`config.mk`:
```
export PLATFORM = sky130hd
export DESIGN_NAME = first_counter
export DESIGN_NICKNAME = d
export VERILOG_FILES = /design/src/rtl/first_counter.sv
export SDC_FILE = /design/constraint.sdc
export NUM_CORES = 1
export LEC_CHECK = 0
export CAP_MARGIN = 20
export CORE_AREA = 2 2 39 41
export DETAILED_ROUTE_END_ITERATION = 10
export DIE_AREA = 0 0 41 43
export PLACE_DENSITY_LB_ADDON = 0.05
export REMOVE_ABC_BUFFERS = 1
export SYNTH_ARGS = -nofsm -noshare
export SYNTH_HDL_FRONTEND = slang
export SYNTH_SLANG_ARGS = --single-unit
```
`constraint.sdc`:
```
create_clock -name clk -period 1 [get_ports clk]
set_input_delay 0.25 -clock clk [delete_from_list [all_inputs] [get_ports clk]]
set_output_delay 0.25 -clock clk [all_outputs]
set_load 0.05 [all_outputs]
```
`src/rtl/first_counter.sv`:
```
// Synchronous up-counter with count enable and a registered one-cycle wrap strobe.
// Both outputs come straight from flops, so no input reaches an output combinationally.
module first_counter #(
  parameter int WIDTH = 4
) (
  input  logic             clk,
  input  logic             reset,
  input  logic             enable,
  output logic [WIDTH-1:0] counter_out,
  output logic             overflow_out
);

  localparam logic [WIDTH-1:0] MAX = '1;
  localparam logic [WIDTH-1:0] ONE = WIDTH'(1);

  // The strobe is rewritten on every edge, so it can never stay high for more than one cycle.
  always_ff @(posedge clk) begin
    if (reset) begin
      counter_out  <= '0;
      overflow_out <= 1'b0;
    end else if (enable) begin
      if (counter_out == MAX) begin
        counter_out  <= '0;
        overflow_out <= 1'b1;
      end else begin
        counter_out  <= counter_out + ONE;
        overflow_out <= 1'b0;
      end
    end else begin
      overflow_out <= 1'b0;
    end
  end

endmodule

```
## Yosys cells after proc, flatten, opt, wreduce, memory -nomap -nowiden

Index checks and enable logic that the tools add are counted.

- Add/subtract/negate cells: 1
- Eq/ne operators: 1
- Multiplexer cells: 2
- Bitwise gates (word level): 1
- Reductions and logical operators: 1

Operators with widths:

| cell | count |
|---|---|
| 4-bit by 1-bit adder with 4-bit output, second input constant | 1 |
| 4-bit == test, second input constant | 1 |
| 4-bit two-way mux | 1 |
| 2-bit OR reduction | 1 |
| 1-bit two-way mux | 1 |
| 1-bit inverter | 1 |

- Register bits after elaboration: 5
- Input port bits: 3
- Output and inout port bits: 5
- Word-level logic and storage cells: 8

## Logic depth before layout (Yosys ltp)

- Depth in word-level cells: 2
- Mapped depth: 4
- Gate-level depth less buffers: 4

## Worst setup path before layout

No wires, ideal clock.

- Path type: reg-to-reg
- Start: register counter_out[0]
- End: register counter_out[2]
- Setup time: 0.065 ns
- Data arrival time: 1.256 ns
- Required time: 0.935 ns
- Slack: -0.322 ns
- Cell stages (with the launch flop): 5
- Period minus slack after synthesis: 1.322 ns
- Path through: dfxtp_1 -> ha_1 -> nand2_1 -> xor2_1 -> nor2_1

- Cells in the longest elaborated chain, start to end: 2
- Elaborated cells on any way between the ends: 3
- Classes of those cells: 1 x add/sub; 1 x eq/ne; 1 x mux

Ends and longest elaborated chain:

| item | RTL line | text |
|---|---|---|
| from (decl) | 9 | `output logic [WIDTH-1:0] counter_out,` |
| from (signal assigned) | 26 | `counter_out <= counter_out + ONE;` |
| 4-bit by 1-bit adder with 4-bit output / 4-bit == test (equally long branches) | 26, 22 |  |
| 4-bit two-way mux * | 22 | `if (counter_out == MAX) begin` |

Every way passes the cells marked *; elsewhere a longest branch is shown, timed or not.
A chain may end at the register's enable or synchronous reset.

## Worst setup path in the final report

- Start: register counter_out[0]
- End: output counter_out[0]

No word-level cell between the ends.

==> impl_metrics.csv <==
group,metric,value,unit
outcome,status,"finished with violations",
outcome,violations,"negative setup slack",
clocking,htreeDepth,1,
power_and_ir_drop,p_seq_frac,0.378,
critical_path,worstPathArrival,810,ps
placement,post-place-ws,-269,ps
layout,fin_util,0.322,
critical_path,crit_path_end_kind,"output pin",
timing,max_freq,941,MHz
power_and_ir_drop,netSwitchingFraction,0.252,
critical_path,cpLargestDelayFamily,"flip-flops",
hold_path,hold_path.class,"input port to flop",
logic_synthesis,netlist_instances,23,
placement,hpwl,351,µm
layout,final_common_cell,"buf_12",
timing,fin_crit_sh,1.06,
critical_path,worstSetupStartpoint,"counter_out[0]",
clocking,clk_latency,240,ps
routing,vias,231,
timing,finalSetupViolCount,2,
critical_path,cp_data_required_time,750,ps
routing,wl_per_cell,9.02,µm
floorplan,num_io_pins,8,
layout,drive_gt1_frac,0.538,
power_and_ir_drop,max-vdd-ir-drop,747,µV
clocking,cts_tree,"yes",
flow_run,drv_cap,0,
global_routing,grt_use_total,0.0823,
clocking,clock_sinks,5,
clocking,ctsHoldBuffers,0,
clocking,cts_buffers,3,
logic_synthesis,yosysTopAreaCell,"dfxtp_1",
critical_path,critPathKind,"flop to output pin",
critical_path,worst_path_max_delay_cell,"dfxtp_2",
floorplan,dieArea,1760,µm²
logic_synthesis,synth.top_cell.area_share,0.479,
global_routing,grt_pass1_wl,883,µm
power_and_ir_drop,leakage,0.000177,µW
clocking,cts.clk_slew.worst_paths,50,ps
power_and_ir_drop,powerDensity,1230,nW/µm²
logic_synthesis,yosysWarnings,0,
layout,fillCellCount,152,
layout,final_cell_mix,"buf_12 (5), nor2_1 (4), buf_4 (4)",
layout,seqCellArea,111,µm²
placement,port_buffers,7,
critical_path,slowest_delay,320,ps
layout,diodes,0,
global_routing,antenna_found_initial,0,
placement,dpl-instance-area,359,µm²
floorplan,die_y,43,µm
layout,nets,44,
timing,fin_crit,1060,ps
logic_synthesis,synth_cell_types,14,
power_and_ir_drop,p_int,411,µW
clocking,cts-root-buf,"clkbuf_4",
routing,detail-route-antenna-nets,0,
routing,dr.pass1.iters,4,
layout,final_area,445,µm²
critical_path,cp_max_fo,2,
global_routing,grt_start_max_net_pins,8,
routing,routed_wl,496,µm
global_routing,overflow,0,
global_routing,grt_pass1_vias,221,
logic_synthesis,syn_area,209,µm²
clocking,cts_buffer_depth,2,
power_and_ir_drop,clkPwrFrac,0.423,
logic_synthesis,netlist_top_cells_area,"dfxtp_1 (48%), nor2_1 (7.2%), ha_1 (6.0%)",
layout,area_delta_synth_final,113,%
critical_path,crit_chain,"buf_6 > buf_12",
floorplan,fp.coreArea,1380,µm²
placement,gp_congestion,0.702,
routing,route.detailed.drc,0,
timing,slew-limit-headroom,0.819,
routing,via_per_inst,4.20,
power_and_ir_drop,power_switching,139,µW
routing,drtIter0Drc,1,
timing,max_slew.worst_pin.slew,272,ps
timing,slew_viol_final,0,
critical_path,start_kind,"flop",
timing,holdWs,520,ps
power_and_ir_drop,power_frac_comb,0.199,
logic_synthesis,synth-seq-area-share,0.479,
timing,clock_skew,4.23,ps
floorplan,initial_core_util,0.151,
critical_path,rr_startpoint,"counter_out[0]",
hold_path,hold_start,"enable",
logic_synthesis,synth_seq_cells,5,
timing,worst_slack,-62.4,ps
critical_path,cp.buffers_inverters,2,
layout,multi_input_area,116,µm²
floorplan,fp.dieW,41,µm
timing,rsz0062_at_grt,"yes",
timing,hold_viol_final,0,
floorplan,rows,14,
logic_synthesis,synth_area_per_cell,9.08,µm²
==> routing by layer <==
layer	track usage	vias to the layer above	routed length, µm
met1	0.0836	110	234
met4	0.0400	0	0
met2	0.109	6	231
met3	0.0785	0	29
met5	0	-	0
li1	-	115	-
==> worst paths after layout <==
path                    end  slack (ps)  cells after the start
min            overflow_out         520                      3
max          counter_out[0]         -60                      2
max reg2reg  counter_out[2]          40                      4
min reg2reg  counter_out[1]         610                      3
==> synthesized netlist by cell type, drive strengths merged <==
master,n
mux2i,1
nand3b,1
nand2,1
dfxtp,5
nand3,2
nor3,1
a41oi,1
nor2,4
xor2,1
nand4,1
ha,1
clkbuf,1
nand2b,1
a21oi,2
==> area by class of cell <==
class | count | share of cell area
well taps | 16 | 0.0449
multi-input cells | 17 | 0.261
flip-flops and latches | 5 | 0.250
repair buffers | 13 | 0.385
clock buffers | 4 | 0.0590
==> power by group through the flow <==
| stage | registers (µW) | logic (µW) | clock network, µW |
|---|---|---|---|
| global route | 208 | 118 | 262 |
| global placement | 215 | 95.7 | 0 |
| finish | 208 | 109 | 232 |
| CTS | 208 | 107 | 248 |
| detailed placement | 214 | 96.1 | 0 |
| floorplan | 240 | 14.8 | 0 |
==> state kept, by name, summed over array words and instances, names as in the netlist <==
register,flops
overflow_out,1
counter_out,4
==> logic make-up after synthesis <==
logic type,after synthesis,synth area share
AO/OA/AOI/OAI,3,0.0898
adder cells (fa/ha/maj),1,0.0599
buffers and inverters,1,0.0239
multiplexers,1,0.0479
flip-flops,5,0.479
XOR/XNOR,1,0.0419
AND/OR/NAND/NOR,11,0.257
==> worst min-delay path, delay by kind of cell <==
family | cells | cell delay, ps
and+or+nand+nor | 2 | 160
buffers and inverters | 1 | 320
==> metrics by stage <==
step	TNS (ps)	std cells	total power, µW
2_1_floorplan	-1420	22	255
3_3_place_gp	-1090	47	310
3_5_place_dp	-1120	47	311
4_1_cts	-160	54	563
5_1_grt	-240	55	588
6_report	-114	55	549
==> timing repair <==
action | in CTS | in global routing
gates cloned | 0 | 0
buffers inserted | 3 | 1
resized for setup | 9 | 3
endpoints found under the setup margin | 6 | 7
No activity file was read; power rests on OpenSTA's default activity.
